<file path="config.mk">
export PLATFORM = sky130hd
export DESIGN_NAME = ysyx_25020037_axil_uart_tx
export DESIGN_NICKNAME = d
export VERILOG_FILES = /design/src/rtl/ysyx_25020037_axil_uart_tx_pkg.sv /design/src/rtl/ysyx_25020037_sync_fifo.sv /design/src/rtl/ysyx_25020037_axil_uart_tx.sv
export SDC_FILE = /design/constraint.sdc
export NUM_CORES = 1
export LEC_CHECK = 0
export BUFFER_PORTS_ARGS = -buffer_cell sky130_fd_sc_hd__buf_4
export CORE_MARGIN = 5
export CORE_UTILIZATION = 45
export CTS_CLUSTER_SIZE = 16
export DETAILED_ROUTE_END_ITERATION = 12
export MAX_ROUTING_LAYER = met4
export PLACE_DENSITY = 0.66
export SLEW_MARGIN = 15
export SYNTH_ARGS = -nofsm -noshare
export SYNTH_HDL_FRONTEND = slang
export SYNTH_SLANG_ARGS = --single-unit
export TNS_END_PERCENT = 5
</file>
<file path="constraint.sdc">
create_clock -name clk -period 8.2 [get_ports clk]
set_input_delay 0 -clock clk [delete_from_list [all_inputs] [get_ports clk]]
set_output_delay 0 -clock clk [all_outputs]
set_load 0.05 [all_outputs]
</file>
<file path="src/rtl/ysyx_25020037_axil_uart_tx_pkg.sv">
// Shared definitions for the AXI4-Lite UART transmitter: register offsets,
// AXI response codes and serializer state encodings.
package ysyx_25020037_axil_uart_tx_pkg;

    localparam logic [1:0] REG_TXDATA = 2'd0;
    localparam logic [1:0] REG_STATUS = 2'd1;
    localparam logic [1:0] REG_DIV    = 2'd2;

    localparam logic [1:0] RESP_OKAY   = 2'b00;
    localparam logic [1:0] RESP_SLVERR = 2'b10;
    localparam logic [1:0] RESP_DECERR = 2'b11;

    typedef enum logic [1:0] {
        TX_IDLE  = 2'd0,
        TX_START = 2'd1,
        TX_DATA  = 2'd2,
        TX_STOP  = 2'd3
    } tx_state_t;

endpackage

</file>
<file path="src/rtl/ysyx_25020037_sync_fifo.sv">
// Single-clock circular FIFO; pointers carry one extra wrap bit so that
// full and empty are distinguishable without a separate counter.
module ysyx_25020037_sync_fifo #(
    parameter int WIDTH = 8,
    parameter int DEPTH = 8
) (
    input  logic                     clk,
    input  logic                     rst,
    input  logic                     push,
    input  logic [WIDTH-1:0]         din,
    input  logic                     pop,
    output logic [WIDTH-1:0]         dout,
    output logic                     full,
    output logic                     empty,
    output logic [$clog2(DEPTH):0]   count
);

    localparam int AW = $clog2(DEPTH);

    logic [WIDTH-1:0] mem [DEPTH];
    logic [AW:0]      wr_ptr;
    logic [AW:0]      rd_ptr;
    logic             do_push;
    logic             do_pop;

    assign do_push = push && !full;
    assign do_pop  = pop && !empty;
    assign count   = wr_ptr - rd_ptr;
    assign empty   = (wr_ptr == rd_ptr);
    assign full    = (wr_ptr[AW] != rd_ptr[AW]) && (wr_ptr[AW-1:0] == rd_ptr[AW-1:0]);
    assign dout    = mem[rd_ptr[AW-1:0]];

    // NOTE: sequential state uses non-blocking assignments only.
    always_ff @(posedge clk or posedge rst) begin
        if (rst) begin
            wr_ptr <= '0;
            rd_ptr <= '0;
        end else begin
            if (do_push) wr_ptr <= wr_ptr + 1'b1;
            if (do_pop)  rd_ptr <= rd_ptr + 1'b1;
        end
    end

    // NOTE: storage is not reset; the pointers alone define which entries are valid.
    always_ff @(posedge clk) begin
        if (do_push) mem[wr_ptr[AW-1:0]] <= din;
    end

endmodule

</file>
<file path="src/rtl/ysyx_25020037_axil_uart_tx.sv">
// AXI4-Lite slave that queues CPU stores in a TX FIFO and shifts them out
// as 8N1 frames on tx, with a programmable clocks-per-bit divisor.
module ysyx_25020037_axil_uart_tx
    import ysyx_25020037_axil_uart_tx_pkg::*;
#(
    parameter int          FIFO_DEPTH  = 8,
    parameter logic [15:0] DEFAULT_DIV = 16'd16
) (
    input  logic        clk,
    input  logic        rst,
    input  logic [31:0] araddr,
    input  logic        arvalid,
    output logic        arready,
    output logic [31:0] rdata,
    output logic [1:0]  rresp,
    output logic        rvalid,
    input  logic        rready,
    input  logic [31:0] awaddr,
    input  logic        awvalid,
    output logic        awready,
    input  logic [31:0] wdata,
    input  logic [3:0]  wstrb,
    input  logic        wvalid,
    output logic        wready,
    output logic [1:0]  bresp,
    output logic        bvalid,
    input  logic        bready,
    output logic        tx
);

    localparam int CW = $clog2(FIFO_DEPTH) + 1;

    logic          fifo_push, fifo_pop, fifo_full, fifo_empty;
    logic [7:0]    fifo_dout;
    logic [CW-1:0] fifo_count;
    logic [15:0]   div, div_next;
    logic          div_we;

    logic          aw_held, w_held;
    logic [1:0]    aw_reg;
    logic [15:0]   w_data;
    logic [1:0]    w_strb;
    logic          aw_fire, w_fire, ar_fire, do_write;
    logic [1:0]    wr_reg;
    logic [15:0]   wr_data;
    logic [1:0]    wr_strb;
    logic [1:0]    wr_resp;
    logic [31:0]   rd_data;
    logic [1:0]    rd_resp;

    tx_state_t     state, state_next;
    logic [7:0]    shift;
    logic [15:0]   bit_div, bit_cnt;
    logic [2:0]    bit_idx;
    logic          bit_end, busy;

    logic          unused_bits;
    assign unused_bits = ^{araddr[31:4], araddr[1:0], awaddr[31:4], awaddr[1:0],
                           wdata[31:16], wstrb[3:2]};

    ysyx_25020037_sync_fifo #(.WIDTH(8), .DEPTH(FIFO_DEPTH)) u_fifo (
        .clk   (clk),
        .rst   (rst),
        .push  (fifo_push),
        .din   (wr_data[7:0]),
        .pop   (fifo_pop),
        .dout  (fifo_dout),
        .full  (fifo_full),
        .empty (fifo_empty),
        .count (fifo_count)
    );

    // Each channel is ready exactly while its holding register is free.
    assign awready  = !aw_held;
    assign wready   = !w_held;
    assign aw_fire  = awvalid && awready;
    assign w_fire   = wvalid && wready;
    assign ar_fire  = arvalid && arready;
    assign wr_reg   = aw_held ? aw_reg : awaddr[3:2];
    assign wr_data  = w_held ? w_data : wdata[15:0];
    assign wr_strb  = w_held ? w_strb : wstrb[1:0];
    assign do_write = (aw_held || aw_fire) && (w_held || w_fire) && !bvalid;

    // NOTE: every always_comb output gets a default first so no latch is inferred.
    always_comb begin
        wr_resp   = RESP_OKAY;
        fifo_push = 1'b0;
        div_we    = 1'b0;
        div_next  = div;
        case (wr_reg)
            REG_TXDATA: begin
                if (wr_strb[0]) begin
                    if (fifo_full) wr_resp = RESP_SLVERR;
                    else           fifo_push = do_write;
                end
            end
            REG_DIV: begin
                div_we = 1'b1;
                if (wr_strb[0]) div_next[7:0]  = wr_data[7:0];
                if (wr_strb[1]) div_next[15:8] = wr_data[15:8];
                if (div_next == 16'd0) div_next = 16'd1;
            end
            default: wr_resp = RESP_DECERR;
        endcase
    end

    always_ff @(posedge clk or posedge rst) begin
        if (rst) begin
            aw_held <= 1'b0;
            w_held  <= 1'b0;
            aw_reg  <= 2'd0;
            w_data  <= 16'd0;
            w_strb  <= 2'd0;
            bvalid  <= 1'b0;
            bresp   <= RESP_OKAY;
            div     <= DEFAULT_DIV;
        end else begin
            if (aw_fire) begin
                aw_held <= 1'b1;
                aw_reg  <= awaddr[3:2];
            end
            if (w_fire) begin
                w_held <= 1'b1;
                w_data <= wdata[15:0];
                w_strb <= wstrb[1:0];
            end
            if (do_write) begin
                bvalid <= 1'b1;
                bresp  <= wr_resp;
                if (div_we) div <= div_next;
            end else if (bvalid && bready) begin
                bvalid  <= 1'b0;
                aw_held <= 1'b0;
                w_held  <= 1'b0;
            end
        end
    end

    always_comb begin
        rd_data = 32'd0;
        rd_resp = RESP_OKAY;
        case (araddr[3:2])
            REG_TXDATA: rd_data = 32'd0;
            REG_STATUS: rd_data = {16'd0, 8'(fifo_count), 5'd0, busy, fifo_empty, fifo_full};
            REG_DIV:    rd_data = {16'd0, div};
            default:    rd_resp = RESP_DECERR;
        endcase
    end

    always_ff @(posedge clk or posedge rst) begin
        if (rst) begin
            arready <= 1'b1;
            rvalid  <= 1'b0;
            rdata   <= 32'd0;
            rresp   <= RESP_OKAY;
        end else if (ar_fire) begin
            arready <= 1'b0;
            rvalid  <= 1'b1;
            rdata   <= rd_data;
            rresp   <= rd_resp;
        end else if (rvalid && rready) begin
            rvalid  <= 1'b0;
            arready <= 1'b1;
        end
    end

    assign bit_end = (bit_cnt == 16'd0);
    assign busy    = (state != TX_IDLE);

    always_comb begin
        state_next = state;
        fifo_pop   = 1'b0;
        tx         = 1'b1;
        case (state)
            TX_IDLE: begin
                if (!fifo_empty) begin
                    fifo_pop   = 1'b1;
                    state_next = TX_START;
                end
            end
            TX_START: begin
                tx = 1'b0;
                if (bit_end) state_next = TX_DATA;
            end
            TX_DATA: begin
                tx = shift[0];
                if (bit_end && bit_idx == 3'd7) state_next = TX_STOP;
            end
            TX_STOP: begin
                if (bit_end) begin
                    if (!fifo_empty) begin
                        fifo_pop   = 1'b1;
                        state_next = TX_START;
                    end else begin
                        state_next = TX_IDLE;
                    end
                end
            end
            default: state_next = TX_IDLE;
        endcase
    end

    always_ff @(posedge clk or posedge rst) begin
        if (rst) state <= TX_IDLE;
        else     state <= state_next;
    end

    // A frame snapshots div at load time, so DIV writes only affect later frames.
    always_ff @(posedge clk or posedge rst) begin
        if (rst) begin
            shift   <= 8'd0;
            bit_div <= DEFAULT_DIV;
            bit_cnt <= 16'd0;
            bit_idx <= 3'd0;
        end else if (fifo_pop) begin
            shift   <= fifo_dout;
            bit_div <= div;
            bit_cnt <= div - 16'd1;
            bit_idx <= 3'd0;
        end else if (state != TX_IDLE) begin
            if (bit_end) begin
                bit_cnt <= bit_div - 16'd1;
                if (state == TX_DATA) begin
                    shift   <= shift >> 1;
                    bit_idx <= bit_idx + 3'd1;
                end
            end else begin
                bit_cnt <= bit_cnt - 16'd1;
            end
        end
    end

endmodule

</file>
Yosys cells after proc, flatten, opt, wreduce, memory -nomap -nowiden
Memory sizes are Yosys's and may differ from the RTL's.
Cells that the tools add are included.
{"block": "op_classes", "addsub": 7, "n_eq_ne": 14, "muxes": 52, "reduce_logical": 33}
{"operator": "16-bit two-way mux", "count": 5}
{"operator": "8-bit two-way mux", "count": 8}
{"operator": "16-bit by 1-bit subtractor with 16-bit output, second input constant", "count": 3}
{"operator": "16-bit logical NOT", "count": 2}
{"operator": "16-bit one-hot mux with 2 select lines", "count": 1}
{"operator": "1-bit two-way mux", "count": 21}
{"operator": "2-bit two-way mux", "count": 9}
{"operator": "3-bit two-way mux", "count": 4}
{"operator": "2-bit nonzero test", "count": 6}
{"operator": "1-bit logical AND", "count": 11}
{"operator": "4-bit by 1-bit adder with 4-bit output, second input constant", "count": 2}
{"operator": "2-bit == test, second input constant", "count": 4}
{"operator": "2-bit inequality test, second input constant", "count": 4}
{"operator": "2-bit one-hot mux with 4 select lines", "count": 1}
{"operator": "2-bit logical NOT", "count": 3}
{"operator": "3-bit AND reduction", "count": 2}
{"operator": "1-bit logical NOT", "count": 5}
{"operator": "2-bit by 1-bit == test with 1-bit output, second input constant", "count": 2}
{"operator": "4-bit == test", "count": 1}
{"operator": "1-bit one-hot mux with 2 select lines", "count": 2}
{"operator": "2-bit one-hot mux with 2 select lines", "count": 1}
{"operator": "4-bit AND reduction", "count": 1}
{"operator": "4-bit subtractor", "count": 1}
{"operator": "3-bit by 1-bit adder with 3-bit output, second input constant", "count": 1}
{"operator": "other kinds (5)", "count": 6}
{"block": "totals", "ff_bits": 130, "mem_bits_rw": 64, "in_bits": 107, "out_inout_bits": 42, "elab_cells": 126, "n_memories": 1}
{"memory": "u_fifo.mem", "words": 8, "word_bits": 8, "read_ports": 1, "rd_clocked_by_memory_dff": 0, "write_ports": 1, "line": "ysyx_25020037_sync_fifo.sv:20", "rtl": "logic [WIDTH-1:0] mem [DEPTH];"}

Depth between registers and ports, before layout
Gate-level depths: netlist of the first run.
{"block": "logic_depth", "depth_word": 11, "depth_mapped": 18, "mapped_depth_nobuf": 14}

Modules after synthesis
A second synthesis of the first run with hierarchy kept.
{"block": "unflattened", "cells_unflattened": 767, "hier_area_um2": 8678.3}
{"mod": "ysyx_25020037_axil_uart_tx", "instances": 1, "cells_per_inst": 599, "area_per_inst_um2": 5684.2, "seq_area_each_um2": 2631.3}
{"mod": "ysyx_25020037_sync_fifo", "instances": 1, "cells_per_inst": 168, "area_per_inst_um2": 2994.1, "seq_area_each_um2": 2122.0}

Least setup slack after synthesis of the first run
Ideal clock, no wire load.
{"block": "synth_path", "path_type": "reg2reg", "start": "register u_fifo.rd_ptr[1]", "end": "register bit_cnt[12]", "setup_ps": 132, "arrival_ps": 3931, "required_time_ps": 8068, "setup_slack_ps": 4137, "path_stages_with_launch": 18, "n_path_buf": 4, "period_less_slack_ps": 4063, "cell_sequence": "dfrtp_1 > clkbuf_1 > clkbuf_1 > inv_1 > ha_1 > and3_1 > a211oi_1 > a41o_1 > buf_2 > buf_2 > o21a_1 > ha_1 > nand2_1 > a211oi_1 > mux2i_1 > and4b_1 > xnor2_1 > o21ai_1"}
{"block": "synth_between", "elab_chain_cells": 5, "word_cells_on_any_way": 6, "cone_classes": "eq/ne (1); mux (4); reduce/logical (1)"}
{"item": "start: declaration", "line": "ysyx_25020037_sync_fifo.sv:22", "rtl": "logic [AW:0] rd_ptr;"}
{"item": "start signal: assignment", "line": "ysyx_25020037_sync_fifo.sv:40", "rtl": "if (do_pop) rd_ptr <= rd_ptr + 1'b1;"}
{"item": "4-bit == test (*)", "line": "ysyx_25020037_sync_fifo.sv:29", "rtl": "assign empty = (wr_ptr == rd_ptr);"}
{"item": "1-bit two-way mux (*)", "line": "ysyx_25020037_axil_uart_tx.sv:176, ysyx_25020037_axil_uart_tx.sv:191"}
{"item": "1-bit two-way mux", "line": "ysyx_25020037_axil_uart_tx.sv:190", "rtl": "if (bit_end) begin"}
{"item": "1-bit one-hot mux with 2 select lines (*)", "line": "ysyx_25020037_axil_uart_tx.sv:174", "rtl": "case (state)"}
{"item": "16-bit two-way mux / 2-bit nonzero test (equally long branches)"}
{"item": "end signal: assignment", "line": "ysyx_25020037_axil_uart_tx.sv:218", "rtl": "bit_cnt <= div - 16'd1;"}
{"item": "end signal: assignment", "line": "ysyx_25020037_axil_uart_tx.sv:222", "rtl": "bit_cnt <= bit_div - 16'd1;"}
{"item": "end signal: assignment", "line": "ysyx_25020037_axil_uart_tx.sv:228", "rtl": "bit_cnt <= bit_cnt - 16'd1;"}
{"item": "end: declaration", "line": "ysyx_25020037_axil_uart_tx.sv:53", "rtl": "logic [15:0] bit_div, bit_cnt;"}
Every way passes the cells marked *; elsewhere a longest branch is shown, timed or not.
A chain may end at the register's enable or synchronous reset.

Worst setup path in the final report of the first run
Same ends and word-level chain as after synthesis.

==> impl_metrics.csv, run 1 <==
group,metric,value,unit
cells_and_area,area_delta_synth_final,16.96,%
synth,netlist_top_cells_area,"dfrtp_1, edfxtp_1, nand2_1",
cts,post_cts.repair.setup_buffers,0,
power_and_ir_drop,ir_worst_vdd,0.0002583,V
timing,rsz0062_at_grt,"no",
cts,htreeDepth,4,
synth,yosys.area.top_type,"dfrtp_1",
power_and_ir_drop,power_density,396.8,mW/mm^2
synth,synth_edf_count,64,
die,ios,149,
global_route,overflow,0,
cts,cts_tree,"done",
route,wirelength,18430,um
timing,maxSlewViolCount,0,
die,start_util,0.4566,
power_and_ir_drop,p_comb_frac,0.407,
cells_and_area,largest_reg_flops,64,
synth,ys_types,64,
power_and_ir_drop,switching_share,0.4135,
power_and_ir_drop,leakagePower,4.120,nW
synth,synth_warnings,0,
outcome,outcome,"finished clean",
cells_and_area,final_cell_mix,"nand2_1, dfrtp_1, buf_4, edfxtp_1, nor2_1",
timing,timing.final.ws_setup,3827,ps
synth,ys_seq_area_frac,0.5565,
timing,fmax,228.7,MHz
die,core.rowCount,50,
route,vias,5824,
die,die_w,147.8,um
global_route,grt_pass1_vias,5773,
cells_and_area,final_common_cell,"nand2_1",
cells_and_area,drive_gt1_frac,0.1914,
route,ant_nets,0,
die,dieHeight,147.8,um
setup_path,crit_start,"u_fifo.rd_ptr[1]",
route,first_pass_iters,5,
timing,slew_headroom,0.3788,
cells_and_area,nets,948,
power_and_ir_drop,p_switching,1.639,mW
timing,setup_violations,0,
placement,port_buffers,54,
synth,synthFlopType,"dfrtp_1",
placement,dp_hpwl,12790,um
route,routed_via_density,5.443,
die,dieArea,0.02183,sq mm
synth,netlist_area,0.008541,sq mm
job,max_cap_viol_count,0,
global_route,grt_pass1_wl,30580,um
power_and_ir_drop,power.share.clock,0.204,
setup_path,reg2reg_from,"u_fifo.rd_ptr[1]",
cts,clkSlewWorstSetupHoldPaths,70,ps
synth,synthArstFlopShare,0.6384,
cells_and_area,n_fill_cell,1586,
timing,final.setup.tns,0,ps
placement,post_dp_cell_area,0.009109,sq mm
synth,avgSynthCellArea,11.43,sq um
cts,clk_path_buf_depth,2,
synth,synth_cells,747,
cts,insertion_delay,430,ps
cts,root_buffer,"clkbuf_16",
synth,ys_seq_elements,177,
global_route,grt_max_degree,73,
timing,clock_skew,11.06,ps
timing,worst_slew_pin_slew,931.9,ps
cells_and_area,n_antenna_cell,0,
cts,cts_buffers,17,
placement,globalplace.congestion,0.7948,
synth,synth_top_area_frac,0.3223,
die,core,0.01871,sq mm
setup_path,end_kind,"register",
cts,cts_resized,0,
min_path,hold_class,"input port to register",
setup_path,cp.arrival,4660,ps
cts,cts.sinks,177,
power_and_ir_drop,p_int,2.325,mW
setup_path,critPathKind,"register to register",
setup_path,cp.required,8480,ps
route,wl_per_cell,17.23,um
global_route,antenna_found_initial,0,
placement,post-place-ws,3827,ps
min_path,holdCritStartpoint,"awvalid",
route,drt_iter0_markers,455,
setup_path,critPathMaxFanout,19,
power_and_ir_drop,pwr-share-seq,0.389,
timing,min_period_over_period,0.5333,
timing,min_period,4373,ps
setup_path,crit_path_start_kind,"register",
global_route,track_usage,0.1806,
timing,hold_violations,0,
cells_and_area,post-route-cell-area,0.009990,sq mm
route,drc,0,
-- stage by stage --
| stage | util | power (mW) | cells | hold WS [ps] |
|---|---|---|---|---|
| floorplan | - | 2.707 | 762 | 58.26 |
| global placement | 0.4870 | 3.129 | 1010 | 85.18 |
| detailed placement | 0.4870 | 3.161 | 1010 | 84.44 |
| CTS | 0.5340 | 3.983 | 1070 | 44.06 |
| global route | 0.5340 | 4.238 | 1070 | 76.55 |
| finish | 0.5340 | 3.964 | 1070 | 76.70 |
-- power groups by stage --
stage	Clock, mW	Combinational (mW)	Sequential [mW]
floorplan	0	1.13	1.58
CTS	0.819	1.62	1.54
detailed placement	0	1.61	1.55
global placement	0	1.58	1.55
finish	0.808	1.61	1.54
global route	0.866	1.79	1.59
-- cells by family (layout without fill, tap and decap cells) --
kind of cell	after synthesis	after routing	synth area share
simple gates	239	239	0.1288
flops	177	177	0.5565
compound gates	138	138	0.1027
mux	82	82	0.1247
buf+inv	74	148	0.04161
xor+xnor	19	19	0.01948
fa+ha+maj	17	17	0.02578
other cells	1	16	0.0004391
-- path summary, 6_finish.rpt --
check | end | slack, ps | depth (start not counted)
max in group asynchronous | bit_cnt[7] | 6690 | 4
max reg2reg | bit_cnt[12] | 3830 | 13
min in group asynchronous | w_data[13] | 160 | 3
max | bit_cnt[12] | 3830 | 13
min | aw_reg[1] | 80 | 3
min reg2reg | bit_div[4] | 480 | 2
-- final cells by class --
cell class / count / area [sq um] / area share
clock buffers: 17 / 425.4 / 0.04259
clock inverters: 14 / 165.2 / 0.01653
inverters: 24 / 92.59 / 0.009269
multi-input cells: 511 / 3490 / 0.3493
flip-flops and latches: 177 / 4753 / 0.4758
well taps: 234 / 292.8 / 0.02931
repair buffers: 93 / 770.7 / 0.07715
-- cell usage after synthesis (all sizes together) (2+ instances only) --
cell type / instances
edfxtp: 64
a22oi: 8
dfrtp: 110
o21ai: 39
nor3b: 2
a31oi: 13
nor2: 59
a211oi: 4
buf: 28
nand2: 114
nor2b: 3
a32o: 2
nand3: 8
mux2: 35
mux4: 16
a41oi: 2
mux2i: 31
or2: 3
xnor2: 14
clkbuf: 22
nand4: 3
nand3b: 2
or3: 5
inv: 23
nor3: 12
o311ai: 2
or4: 5
nor4: 12
and2: 2
a21o: 3
o311a: 3
and3: 3
o21a: 5
ha: 16
nand2b: 4
xor2: 5
o31ai: 7
a21oi: 38
dfstp: 3
-- critical path, cell delays in order (launching register included) --
cell and delay [ps]:
dfrtp_1 870, inv_1 230, ha_1 380, and3_1 230, a21oi_1 430, a41o_2 370, o21a_1 170, ha_1 280
nand2_1 100, a211oi_1 350, mux2i_1 300, and4b_1 350, xnor2_1 120, o21ai_1 70
-- repair_timing --
item,in CTS,in global routing
endpoints found under the hold margin,78,0
hold buffers,29,0
setup endpoints to repair,0,0
-- routing by layer --
layer / part of all wire / up-vias / global-route usage
met5: 0 / - / -
met4: 0.011 / 0 / 0.04520
met3: 0.043 / 15 / 0.02943
met2: 0.49 / 152 / 0.2870
met1: 0.46 / 2833 / 0.2450
li1: - / 2824 / -
Power figures use the tool's default switching activity.
==> inputs of run 2 (changes only) <==
clock period = 4.5 ns   (was 8.2 ns; I/O delays follow)
==> run 2 against run 1 <==
Non-clock buffer count grew 9. Die area is the same. Power grew 84%. Largest power group unchanged. Routed wire length grew 1.6%. Largest cell class unchanged.
==> impl_metrics.csv, run 2 (synthesized netlist as in run 1, its figures left out) <==
group,metric,value,unit
timing,final.setup.tns,0,ps
placement,post_dp_cell_area,0.009176,sq mm
timing,slew_headroom,0.3809,
setup_path,crit_path_start_kind,"register",
global_route,overflow,0,
timing,rsz0062_at_grt,"no",
min_path,hold_end,"bvalid",
power_and_ir_drop,leakagePower,4.170,nW
route,first_pass_iters,5,
cells_and_area,nets,957,
die,core.rowCount,50,
cells_and_area,drive_gt1_frac,0.1998,
route,wl_per_cell,17.35,um
setup_path,rr_endpoint,"bit_cnt[12]",
power_and_ir_drop,power_density,726.4,mW/mm^2
timing,fmax,261.0,MHz
cells_and_area,final_common_cell,"nand2_1",
setup_path,rrSetupSlack,670,ps
cells_and_area,final_cell_mix,"nand2_1, dfrtp_1, buf_4, edfxtp_1, nor2_1",
cts,clkSlewWorstSetupHoldPaths,70,ps
outcome,outcome,"finished clean",
setup_path,critPathKind,"register to register",
setup_path,end_kind,"register",
cts,root_buffer,"clkbuf_16",
global_route,track_usage,0.1799,
route,ant_nets,0,
die,core,0.01871,sq mm
route,drc,0,
cells_and_area,area_delta_synth_final,17.84,%
min_path,hold_class,"input port to register",
route,routed_via_density,5.374,
timing,min_period,3832,ps
timing,worst_slew_pin_slew,928.7,ps
setup_path,cp.arrival,4110,ps
cts,htreeDepth,4,
cts,clk_path_buf_depth,2,
timing,min_period_over_period,0.8515,
placement,port_buffers,54,
die,dieHeight,147.8,um
global_route,grt_pass1_wl,30540,um
route,vias,5804,
global_route,grt_pass1_vias,5846,
cts,cts.sinks,177,
setup_path,reg2reg_from,"bit_cnt[15]",
placement,globalplace.congestion,0.7799,
die,start_util,0.4566,
cts,cts_tree,"done",
min_path,holdCritStartpoint,"wvalid",
cts,insertion_delay,420,ps
cells_and_area,n_fill_cell,1581,
power_and_ir_drop,ir_worst_vdd,0.0003929,V
die,die_w,147.8,um
global_route,grt_max_degree,77,
setup_path,cp.required,4780,ps
timing,hold_violations,0,
job,max_cap_viol_count,0,
global_route,antenna_found_initial,0,
die,dieArea,0.02183,sq mm
cells_and_area,n_antenna_cell,0,
cells_and_area,largest_reg_flops,64,
timing,maxSlewViolCount,0,
setup_path,critPathMaxFanout,6,
route,wirelength,18730,um
cts,cts_buffers,17,
timing,setup_violations,0,
route,drt_iter0_markers,363,
setup_path,worstRegToRegCells,12,
cells_and_area,post-route-cell-area,0.01006,sq mm
placement,dp_hpwl,12830,um
min_path,holdPathStages,4,
die,ios,149,
timing,clock_skew,7.068,ps
==> run 2: where the power goes <==
part / internal, mW / switching, mW
registers: 2.27 / 0.504
clock network: 0.837 / 0.668
logic: 1.22 / 1.81
==> run 2: worst max-delay path: stages (launching register included) <==
cell and delay, ps:
dfrtp_1 400, or4_4 580, or4_1 710, nor2_4 240
a21oi_1 90, o21a_1 190, ha_1 260, nand2_1 140
nor2_1 80, mux2i_1 520, and4b_1 280, xnor2_1 130
o21ai_1 70
==> run 2: metrics by stage <==
step	instances	util	hold WS, ps	worst slack (ps)	total power, mW
after floorplan	762	-	58.26	436.9	4.932
after global placement	1019	0.4906	153.6	725.1	5.754
after detailed placement	1019	0.4906	174.4	733.2	5.809
after CTS	1080	0.5381	115.2	713.9	7.341
after global routing	1080	0.5381	215.7	460.1	7.792
final	1080	0.5381	190.5	668.2	7.311
==> run 2: layout make-up <==
class / instances / area [sq um] / area share
inverter: 24 / 92.59 / 0.009199
sequential: 177 / 4753 / 0.4723
multi-input combinational: 511 / 3490 / 0.3467
clock buffer: 17 / 425.4 / 0.04227
tap: 234 / 292.8 / 0.02909
clock inverter: 15 / 172.7 / 0.01716
timing repair buffer: 102 / 838.3 / 0.08329
==> run 2: worst max-delay path by stage <==
stage,startpoint,end,slack [ps],cells after the start
final,bit_cnt[15],bit_cnt[12],670,12
after global routing,bit_cnt[0],bit_cnt[12],460,12
after CTS,bit_cnt[15],bit_cnt[12],710,12
after detailed placement,bit_cnt[15],bit_cnt[12],730,12
after global placement,bit_cnt[11],bit_cnt[12],730,12
after floorplan,u_fifo.rd_ptr[1],bit_cnt[12],440,17
==> run 2: metal layers <==
| layer | GRT usage | routed length, um | vias to the layer above |
|---|---|---|---|
| met5 | - | 0 | - |
| met4 | 0.05312 | 267 | 0 |
| met3 | 0.02882 | 763 | 19 |
| met2 | 0.2806 | 8902 | 134 |
| met1 | 0.2453 | 8800 | 2822 |
| li1 | - | - | 2829 |
==> run 2: timing repair <==
action,in CTS,in global routing
hold endpoints to repair,112,0
gates resized for setup,0,0
hold buffers,29,0
setup buffers,0,0
